<file path="src/rtl/uart_pkg.sv">
// Shared UART receive types: FSM states, error-flag bit positions and the FIFO entry layout.
package uart_pkg;

  typedef enum logic [2:0] {
    IDLE,
    START,
    DATA,
    PARITY,
    STOP
  } uart_rx_state_e;

  localparam int UartErrParity = 0;
  localparam int UartErrFrame  = 1;

  typedef struct packed {
    logic       ferr;
    logic       perr;
    logic [7:0] data;
  } uart_rx_entry_t;

  // Index of the final data bit for a data-bits-minus-5 setting.
  function automatic logic [2:0] last_data_idx(input logic [1:0] data_bits_m5);
    return {1'b0, data_bits_m5} + 3'd4;
  endfunction

endpackage

</file>
<file path="src/rtl/fifo.sv">
// Generic first-word-fall-through FIFO; head is visible while non-empty, and 0 when empty.
module fifo #(
  parameter int Width = 8,
  parameter int Depth = 4
) (
  input  logic             clk,
  input  logic             rst_n,
  input  logic             i_wr,
  input  logic [Width-1:0] i_wdata,
  input  logic             i_rd,
  output logic [Width-1:0] o_rdata,
  output logic             o_full,
  output logic             o_empty
);

  localparam int AddrBits = $clog2(Depth);

  logic [AddrBits:0] wr_ptr_q, wr_ptr_d;
  logic [AddrBits:0] rd_ptr_q, rd_ptr_d;
  logic [Width-1:0]  mem [Depth];
  logic              wr_en;
  logic              rd_en;

  // Pointers carry one extra wrap bit to tell full from empty.
  assign o_empty = (wr_ptr_q == rd_ptr_q);
  assign o_full  = (wr_ptr_q[AddrBits] != rd_ptr_q[AddrBits]) &&
                   (wr_ptr_q[AddrBits-1:0] == rd_ptr_q[AddrBits-1:0]);

  assign wr_en = i_wr && !o_full;
  assign rd_en = i_rd && !o_empty;

  always_comb begin
    wr_ptr_d = wr_ptr_q;
    rd_ptr_d = rd_ptr_q;
    if (wr_en) wr_ptr_d = wr_ptr_q + {{AddrBits{1'b0}}, 1'b1};
    if (rd_en) rd_ptr_d = rd_ptr_q + {{AddrBits{1'b0}}, 1'b1};
  end

  always_ff @(posedge clk or negedge rst_n) begin
    if (!rst_n) begin
      wr_ptr_q <= '0;
      rd_ptr_q <= '0;
    end else begin
      wr_ptr_q <= wr_ptr_d;
      rd_ptr_q <= rd_ptr_d;
    end
  end

  always_ff @(posedge clk) begin
    if (wr_en) mem[wr_ptr_q[AddrBits-1:0]] <= i_wdata;
  end

  assign o_rdata = o_empty ? '0 : mem[rd_ptr_q[AddrBits-1:0]];

endmodule

</file>
<file path="src/rtl/uart_rx_frame.sv">
// Run-time configurable UART receiver (5-8 data bits, optional parity, 1/2 stop bits) feeding a FIFO.
// Define UART_RX_SYNC_EN to pass i_rx through a 2-flop synchronizer (adds 2 cycles of latency).
module uart_rx_frame
  import uart_pkg::*;
#(
  parameter int FifoDepth   = 4,
  parameter int BaudCycBits = 16
) (
  input  logic                   i_clk,
  input  logic                   i_rst,
  input  logic [BaudCycBits-1:0] c_baud_cyc,
  input  logic [1:0]             c_data_bits,
  input  logic                   c_parity_en,
  input  logic                   c_parity_odd,
  input  logic                   c_stop2,
  input  logic                   i_rx,
  output logic                   o_busy,
  output logic                   o_fifo_empty,
  input  logic                   i_fifo_read,
  output logic [7:0]             o_fifo_rdata,
  output logic [1:0]             o_fifo_rerr,
  output logic                   o_overflow,
  input  logic                   i_ovf_clr
);

  localparam int CntW = BaudCycBits + 1;

  logic rx;

`ifdef UART_RX_SYNC_EN
  logic [1:0] sync_q, sync_d;

  assign sync_d = {sync_q[0], i_rx};

  always_ff @(posedge i_clk or posedge i_rst) begin
    if (i_rst) sync_q <= 2'b11;
    else       sync_q <= sync_d;
  end

  assign rx = sync_q[1];
`else
  assign rx = i_rx;
`endif

  uart_rx_state_e         state_q, state_d;
  logic [BaudCycBits-1:0] cnt_q, cnt_d;
  logic [2:0]             bit_cnt_q, bit_cnt_d;
  logic                   stop_idx_q, stop_idx_d;
  logic [7:0]             data_q, data_d;
  logic                   perr_q, perr_d;
  logic                   ferr_q, ferr_d;
  logic                   push_q, push_d;
  uart_rx_entry_t         entry_q, entry_d;
  logic                   ovf_q, ovf_d;

  logic                   tick_baud;
  logic                   tick_sample;
  logic [CntW-1:0]        half_cyc;

  logic                   fifo_full;
  logic [$bits(uart_rx_entry_t)-1:0] fifo_rdata;
  uart_rx_entry_t         fifo_head;

  // Extra counter bit keeps (c_baud_cyc+1) from wrapping at the maximum period.
  assign half_cyc    = ({1'b0, c_baud_cyc} + CntW'(1)) >> 1;
  assign tick_baud   = (cnt_q == '0);
  assign tick_sample = ({1'b0, cnt_q} == half_cyc);

  always_comb begin
    state_d    = state_q;
    cnt_d      = cnt_q;
    bit_cnt_d  = bit_cnt_q;
    stop_idx_d = stop_idx_q;
    data_d     = data_q;
    perr_d     = perr_q;
    ferr_d     = ferr_q;
    push_d     = 1'b0;
    entry_d    = entry_q;

    if (state_q != IDLE) begin
      cnt_d = tick_baud ? c_baud_cyc : cnt_q - BaudCycBits'(1);
    end

    case (state_q)
      IDLE: begin
        cnt_d = '0;
        if (!rx) begin
          state_d = START;
          cnt_d   = c_baud_cyc;
          data_d  = '0;
          perr_d  = 1'b0;
          ferr_d  = 1'b0;
        end
      end

      START: begin
        if (tick_sample && rx) begin
          state_d = IDLE;
          cnt_d   = '0;
        end else if (tick_baud) begin
          state_d   = DATA;
          bit_cnt_d = '0;
        end
      end

      DATA: begin
        if (tick_sample) data_d[bit_cnt_q] = rx;
        if (tick_baud) begin
          if (bit_cnt_q == last_data_idx(c_data_bits)) begin
            state_d    = c_parity_en ? PARITY : STOP;
            stop_idx_d = 1'b0;
          end else begin
            bit_cnt_d = bit_cnt_q + 3'd1;
          end
        end
      end

      PARITY: begin
        if (tick_sample) perr_d = rx ^ (^data_q) ^ c_parity_odd;
        if (tick_baud) begin
          state_d    = STOP;
          stop_idx_d = 1'b0;
        end
      end

      STOP: begin
        // Leave at mid-bit of the last stop bit so a back-to-back start bit is caught.
        if (tick_sample) begin
          ferr_d = ferr_q | ~rx;
          if (!c_stop2 || stop_idx_q) begin
            state_d      = IDLE;
            cnt_d        = '0;
            push_d       = 1'b1;
            entry_d.ferr = ferr_q | ~rx;
            entry_d.perr = perr_q;
            entry_d.data = data_q;
          end
        end else if (tick_baud) begin
          stop_idx_d = 1'b1;
        end
      end

      default: begin
        state_d = IDLE;
        cnt_d   = '0;
      end
    endcase
  end

  // Fullness is sampled before any same-cycle pop, so a push into a full FIFO always drops.
  always_comb begin
    ovf_d = ovf_q;
    if (i_ovf_clr)           ovf_d = 1'b0;
    if (push_q && fifo_full) ovf_d = 1'b1;
  end

  always_ff @(posedge i_clk or posedge i_rst) begin
    if (i_rst) begin
      state_q    <= IDLE;
      cnt_q      <= '0;
      bit_cnt_q  <= '0;
      stop_idx_q <= 1'b0;
      data_q     <= '0;
      perr_q     <= 1'b0;
      ferr_q     <= 1'b0;
      push_q     <= 1'b0;
      entry_q    <= '0;
      ovf_q      <= 1'b0;
    end else begin
      state_q    <= state_d;
      cnt_q      <= cnt_d;
      bit_cnt_q  <= bit_cnt_d;
      stop_idx_q <= stop_idx_d;
      data_q     <= data_d;
      perr_q     <= perr_d;
      ferr_q     <= ferr_d;
      push_q     <= push_d;
      entry_q    <= entry_d;
      ovf_q      <= ovf_d;
    end
  end

  fifo #(
    .Width($bits(uart_rx_entry_t)),
    .Depth(FifoDepth)
  ) u_fifo (
    .clk    (i_clk),
    .rst_n  (~i_rst),
    .i_wr   (push_q),
    .i_wdata(entry_q),
    .i_rd   (i_fifo_read),
    .o_rdata(fifo_rdata),
    .o_full (fifo_full),
    .o_empty(o_fifo_empty)
  );

  assign fifo_head = uart_rx_entry_t'(fifo_rdata);

  assign o_busy                     = (state_q != IDLE);
  assign o_fifo_rdata               = fifo_head.data;
  assign o_fifo_rerr[UartErrParity] = fifo_head.perr;
  assign o_fifo_rerr[UartErrFrame]  = fifo_head.ferr;
  assign o_overflow                 = ovf_q;

endmodule

</file>
<file path="config.mk">
export PLATFORM = sky130hd
export DESIGN_NAME = uart_rx_frame
export DESIGN_NICKNAME = d
export VERILOG_FILES = /design/src/rtl/uart_pkg.sv /design/src/rtl/fifo.sv /design/src/rtl/uart_rx_frame.sv
export SDC_FILE = /design/constraint.sdc
export NUM_CORES = 1
export LEC_CHECK = 0
export BUFFER_PORTS_ARGS = -buffer_cell sky130_fd_sc_hd__buf_2
export CAP_MARGIN = 20
export CORE_UTILIZATION = 49
export DETAILED_ROUTE_END_ITERATION = 8
export HOLD_SLACK_MARGIN = 0.1
export PLACE_DENSITY = 0.7
export SLEW_MARGIN = 30
export SYNTH_ARGS = -nofsm -noshare
export SYNTH_HDL_FRONTEND = slang
export SYNTH_SLANG_ARGS = --single-unit
</file>
<file path="constraint.sdc">
create_clock -name i_clk -period 2.57 [get_ports i_clk]
set_input_delay 0.3855 -clock i_clk [delete_from_list [all_inputs] [get_ports i_clk]]
set_output_delay 0.3855 -clock i_clk [all_outputs]
set_load 0.03 [all_outputs]
</file>
---- After elaboration in Yosys (flattened, before gate mapping) ----
Memory sizes are Yosys's and may differ from the RTL's.
Cells that the tools add are included.
word-level totals
  flip-flop bits (word level) ............. 51
  bits in writable memories ............... 40
  logic and storage cells ................. 125
  memories ................................ 1
memory list
  name        depth  bits a word  read ports  clocked after memory_dff  write ports  RTL line    RTL
  u_fifo.mem  4      10           1           0                         1            fifo.sv:20  logic [Width-1:0] mem [Depth];
cells by class
  add/subtract/negate cells ............... 6
  $lt $le $gt $ge ......................... 2
  equality and inequality tests ........... 23
  mux-type cells .......................... 47
  bitwise operators ....................... 4
  reduce and logical (&&, ||, !) cells .... 28
operators by type and width
  kind                   count
  $mux 16                6
  $pmux 16 s4            1
  $mux 3                 13
  $ne 2x2->1 const B     13
  $add 16x1->17 const B  1
  $eq 16x16->1           1
  $logic_not 16->1       1
  $mux 1                 16
  $mux 8                 2
  $pmux 8 s2             1
  $sub 16x1->16 const B  1
  $pmux 3 s5             1
  $reduce_and 3->1       4
  $mux 10                1
  $reduce_bool 2->1      5
  $add 3x1->3 const B    3
  $bwmux 8               1
  $reduce_xor 8->1       1
  $reduce_and 7->1       1
  $eq 3x2->1 const B     2
  $eq 3x3->1             2
  $logic_and 1x1->1      6
  $pmux 3 s2             1
  $reduce_and 6->1       1
  other kinds (20)       25

---- Depth between registers and ports, before layout ----
  depth in word-level cells ............... 7
  mapped depth ............................ 11
  mapped depth without buffers ............ 9

---- Cells and area by module ----
A second synthesis with hierarchy kept.
unflattened totals
  cells, all modules ...................... 512
  area, all modules ....................... 5440.2 sq um
by module, submodules not included
  module         times used  cells each  area an instance (sq um)
  uart_rx_frame  1           402         3352.0
  fifo           1           110         2088.3

---- Least setup slack after synthesis ----
No wires, ideal clock.
  path type ............................... input -> register
  start point ............................. in c_baud_cyc[0]
  end point ............................... reg entry_q[0] in the netlist's numbering
  library setup time ...................... 0.125 ns
  data arrival time ....................... 2.767 ns
  required time ........................... 2.445 ns
  slack ................................... -0.321 ns
  stages on the path ...................... 11
  path buffers ............................ 2
  cells stage by stage .................... ha_1 and3_2 buf_2 nand4_1 mux2_2 mux2i_1 a21oi_1 or2_1 buf_6 nor3_4 mux2_2
between the ends
  cells in the longest elaborated chain, start to end .. 3
ends and longest elaborated chain
  item                        RTL line              RTL
  start, declared             uart_rx_frame.sv:11   input logic [BaudCycBits-1:0] c_baud_cyc,
  $add 16x1->17               uart_rx_frame.sv:65   assign half_cyc = ({1'b0, c_baud_cyc} + CntW'(1)) >> 1;
  $eq 16x16->1                uart_rx_frame.sv:67   assign tick_sample = ({1'b0, cnt_q} == half_cyc);
  $reduce_and 3->1 (no line)  n/a
  end signal, assigned        uart_rx_frame.sv:178  entry_q <= entry_d;
  end, declared               uart_rx_frame.sv:53   uart_rx_entry_t entry_q, entry_d;
Every way passes these cells.
A chain may end at the register's enable or synchronous reset.

---- Worst setup path after layout ----
  start point ............................. reg cnt_q[7]
  end point ............................... reg cnt_q[9]
between the ends
  cells in the longest elaborated chain, start to end .. 6
ends and longest elaborated chain
  item                                                      RTL line                                  RTL
  start, declared                                           uart_rx_frame.sv:46                       logic [BaudCycBits-1:0] cnt_q, cnt_d;
  start signal, assigned                                    uart_rx_frame.sv:171                      cnt_q <= cnt_d;
  $sub 16x1->16 / $logic_not 16->1 (equally long branches)  uart_rx_frame.sv:81, uart_rx_frame.sv:66
  $mux 16                                                   uart_rx_frame.sv:81                       cnt_d = tick_baud ? c_baud_cyc : cnt_q - BaudCycBits'(1);
  $mux 16                                                   uart_rx_frame.sv:80                       if (state_q != IDLE) begin
  $mux 16                                                   uart_rx_frame.sv:130                      if (!c_stop2 || stop_idx_q) begin
  $mux 16                                                   uart_rx_frame.sv:128                      if (tick_sample) begin
  $pmux 16 s4 *                                             uart_rx_frame.sv:84                       case (state_q)
  net cnt_d[9]                                              uart_rx_frame.sv:46
Mark *: on every way through the listed nets, which the timed path passes. The rest lies on a longest branch.

==> results.md <==
Yosys:
- After synthesis, the share of flip-flops with an asynchronous set or reset is 0.560.
- The synthesized netlist net count is approximately 500.
- Of the total synthesized cell area, the portion taken by AND, OR, NAND and NOR gates is 0.153.
- The most common cell in the synthesized netlist is sky130_fd_sc_hd__dfrtp_1.
- Ranked by instance count, the synthesized netlist is headed by sky130_fd_sc_hd__dfrtp_1 (51), sky130_fd_sc_hd__edfxtp_1 (40), sky130_fd_sc_hd__nand2_1 (32).
- The area fraction of the dominant cell type after synthesis is 0.250.
- The synthesized design spends more area on one cell type than any other, namely sky130_fd_sc_hd__dfrtp_1.
- Among all flip-flop cells after synthesis, the most frequent one is sky130_fd_sc_hd__dfrtp_1.
- The synthesized design contains 40 enable-type register cells.
- The synthesized instance count is ~470.
- Averaged over all synthesized cells, the footprint is 10.9 um^2.
- The largest family of logic cells by synthesized area is simple AND/OR/NAND/NOR gates.
- After synthesis, the share of cell area in mux cells is 0.0823.
- The flip-flop and latch count after synthesis is 91.
- The synthesis warning total is 0.
- Of the total synthesized cell area, the portion taken by full adders, half adders and majority gates is 0.0196.
- The cell area that synthesis handed to floorplanning was 5110 um^2.
- The synthesized netlist contains 67 unique library cells.
- The fraction of the yosys area taken by sequential cells is 0.485.
- The compound-gate portion of the synthesized area was 0.149.
- By area the synthesized netlist is led by sky130_fd_sc_hd__dfrtp_1 (25%), sky130_fd_sc_hd__edfxtp_1 (24%), sky130_fd_sc_hd__xnor2_1 (4.8%), sky130_fd_sc_hd__mux4_2 (4.4%), sky130_fd_sc_hd__o21ai_0 (2.6%).
- Of the total synthesized cell area, the portion taken by XOR and XNOR cells is 0.0669.

Setup path:
- The largest driver fanout on the critical path is 6.
- The classification of the worst setup path is flip-flop to flip-flop.
- The worst register-to-register path has a setup slack of -9 ps.
- The kind of cell with the highest combined delay along the critical path is compound AO/OA/AOI/OAI gates.
- In this run the critical register-to-register path is launched from cnt_q[7].
- The largest incremental delay on the critical path is between 400 and 500 ps.
- The sort of element at the start of the critical path is a flip-flop.
- The cell at the slowest stage of the critical path is sky130_fd_sc_hd__o41a_4.
- The endpoint kind of the worst setup timing path is a flip-flop.
- The sum of buffers and inverters on the critical path is 1.
- The required time of the critical path is 2820 ps.
- The most critical setup path has its startpoint at cnt_q[7].
- STA puts the critical path data arrival time at approximately 2800 ps.
- The signal on the critical path passes through xnor2_2 > buf_4 > a211oi_2 > o21ai_1 > a311oi_2 > nand4_2 > o41a_4 > or2_4 > a22o_1.

Clock tree:
- The buffer depth of the longest clock path is 2.
- Clock latency on the worst-skew pair, taken at its later pin, is 360 ps.
- The H-tree was split into 3 levels.
- Clock tree synthesis inserted a total of 9 buffers.
- After clock tree synthesis, the clock-pin slew on the worst setup and hold paths is 100 ps.
- The root buffer cell chosen for the clock tree is sky130_fd_sc_hd__clkbuf_8.
- TritonCTS built the clock tree.
- The clock net in this run drives a total of 91 sinks.

Status:
- The final reports fail on setup timing.
- The flow ran to the end, but the final reports show violations.

STA:
- The worst hold slack across all endpoints is 316 ps.
- At the pin with the least slew margin, the transition time is about 630 ps.
- The final hold violation count was 0.
- Headroom to the max-slew limit came out at 0.580.
- Setup violations remaining at the end of the flow were counted as 1.
- The final setup slack of the worst path is -8.74 ps.
- The total negative slack for setup checks is -8.74 ps.
- Setup repair after global routing could not meet its margin everywhere.
- Derived from the worst setup path, the maximum achievable clock frequency is roughly 0.39 GHz.
- The ratio of final minimum period to clock period is 1.00.
- Clock skew on the completed layout was measured at 15.1 ps.
- The final-report max-slew violation count is 0.
- The time the worst path needs with I/O delays and setup is 2580 ps.

Min path:
- The worst hold path belongs to the class input pin to flip-flop.
- The beginning of the worst hold path is i_ovf_clr.

Power and ir drop:
- The static leakage power is 2.61 nW.
- IR analysis of the VDD net gives a maximum drop of 506 uV.
- The cell-internal power is a little over 3 mW.
- The power density of the placed cells is 798 nW/um^2.
- The portion of total power attributed to sequential cells is 0.406.
- Of the total power, the clock network draws 0.187.
- Of the total power, the share spent switching nets is 0.389.
- The analysis attributes to net switching a power of 1.93 mW.
- The part of the power in combinational logic is 0.407.

Floorplanning:
- The die outline area is about 11,000 um^2.
- The floorplan row count is 36.
- Measured along the y axis, the die boundary spans ~100 um.
- The width of the die is 104 um.
- The placeable core area is 9950 um^2.
- The starting density of the core is 0.513.
- The number of I/O pins is 39.

Layout:
- At the end of the flow, the number of nets in the layout was 591.
- The number of antenna diodes is 0.
- In the final layout, the share of cells above drive strength 1 is 0.310.
- The signed area change from the synthesized netlist to the final layout is 21.5%.

Placement:
- Summed over all nets, the half-perimeter wirelength after detailed placement is 8720 um.
- The total of buffers placed on input and output ports is 38.
- The last weighted congestion value of the routability-driven placer is roughly 0.95.

Global routing:
- The via count of the first global-routing pass was 3,987.
- Across every metal layer, demand over resource in global routing totals 0.225.
- The first global-routing pass estimated ~19,000 um of wire.
- The initial antenna violation count is 0.
- The total overflow left after global routing is 0.
- The maximum number of pins on one net before global-route repair is 28.

Routing:
- The via-per-instance ratio is 5.85.
- The post-detailed-route count of antenna-violating nets is 0.
- The average detailed-routed wire length per instance is approximately 17 um.
- The final route contains 4,065 vias.
- The wire length after detailed routing is around 12,000 um.
- The iteration count of the initial detailed-routing pass is 5.
- The detailed-route DRC error count is 0.
- The DRC marker count from the first detailed-route iteration is 245.

Job:
- The number of violations of the max-capacitance limit is 0.
==> metal layers <==
metal,routed length [um],track usage,vias to the layer above
met5,0,0,-
met3,520,0.0420,16
met1,5210,0.292,2006
met2,5880,0.386,111
met4,146,0.0622,0
li1,-,-,1932
==> cell families after synthesis <==
| kind of cell | Yosys count |
|---|---|
| AO/OA/AOI/OAI | 107 |
| buffers and inverters | 48 |
| flip-flops | 91 |
| AND/OR/NAND/NOR | 146 |
| XOR/XNOR | 39 |
| adder cells (fa/ha/maj) | 8 |
| multiplexers | 28 |
==> power by group through the flow <==
| stage | sequential, mW | combinational (mW) | clock [mW] |
|---|---|---|---|
| 2_1_floorplan | 1.91 | 1.44 | 0 |
| 3_3_place_gp | 2.02 | 1.87 | 0 |
| 3_5_place_dp | 2.03 | 1.93 | 0 |
| 4_1_cts | 2.00 | 1.97 | 0.938 |
| 5_1_grt | 2.05 | 2.24 | 1.00 |
| 6_report | 2.01 | 2.02 | 0.924 |
==> flip-flops by register name (all words and copies together), names as in the netlist <==
name	count
u_fifo.mem	40
bit_cnt_q	3
perr_q	1
u_fifo.rd_ptr_q	3
cnt_q	16
state_q	3
push_q	1
u_fifo.wr_ptr_q	3
stop_idx_q	1
entry_q	10
o_overflow	1
ferr_q	1
data_q	8
==> cell usage in the layout, fill, tap and decap left out, drive strengths merged, types with 14 or more instances in the layout <==
cell type and n:
xnor2 28, inv 27, nand2 32, o211ai 14, buf 102, nor3 19, dfrtp 51, edfxtp 40
o21ai 27, nor2 23
==> metrics by stage <==
step	utilization	instance area [um^2]	instances	total power, mW	worst slack (ps)
final	0.623	6210	695	4.95	-8.74
after global placement	0.594	5910	677	3.89	-344
after global routing	0.623	6210	695	5.30	-118
after CTS	0.617	6140	695	4.91	-3.78
after floorplan	-	5210	467	3.36	-185
after detailed placement	0.594	5910	677	3.96	-472
==> layout make-up <==
| type | instances | area, um^2 |
|---|---|---|
| Multi-Input combinational cell | 329 | 2580 |
| Clock inverter | 7 | 60.1 |
| Fill cell | 793 | 3750 |
| Timing Repair Buffer | 103 | 706 |
| Sequential cell | 91 | 2480 |
| Clock buffer | 9 | 124 |
| Inverter | 23 | 86.3 |
| Tap cell | 133 | 166 |
==> worst paths after layout <==
| check | endpoint | cells after the start |
|---|---|---|
| worst max-delay path | cnt_q[9] | 9 |
| worst min-delay path | o_overflow | 3 |
| worst max register to register | cnt_q[9] | 9 |
| worst min register to register | u_fifo.wr_ptr_q[2] | 1 |
| max in group asynchronous | entry_q[5] | 4 |
| min in group asynchronous | u_fifo.rd_ptr_q[0] | 3 |
==> worst min-delay path: stages <==
cell	delay, ps
sky130_fd_sc_hd__buf_2	100
sky130_fd_sc_hd__inv_1	50
sky130_fd_sc_hd__a32o_1	110
==> repair_timing <==
| action | 4_1_cts | 5_1_grt |
|---|---|---|
| hold buffers | 1 | 0 |
| endpoints found under the hold margin | 1 | 0 |
| setup buffers | 0 | 0 |
| cloned | 1 | 0 |
| pin swaps | 8 | 10 |
| resized for setup | 9 | 18 |
| endpoints found under the setup margin | 29 | 40 |
(Power assumes the default switching activity.)
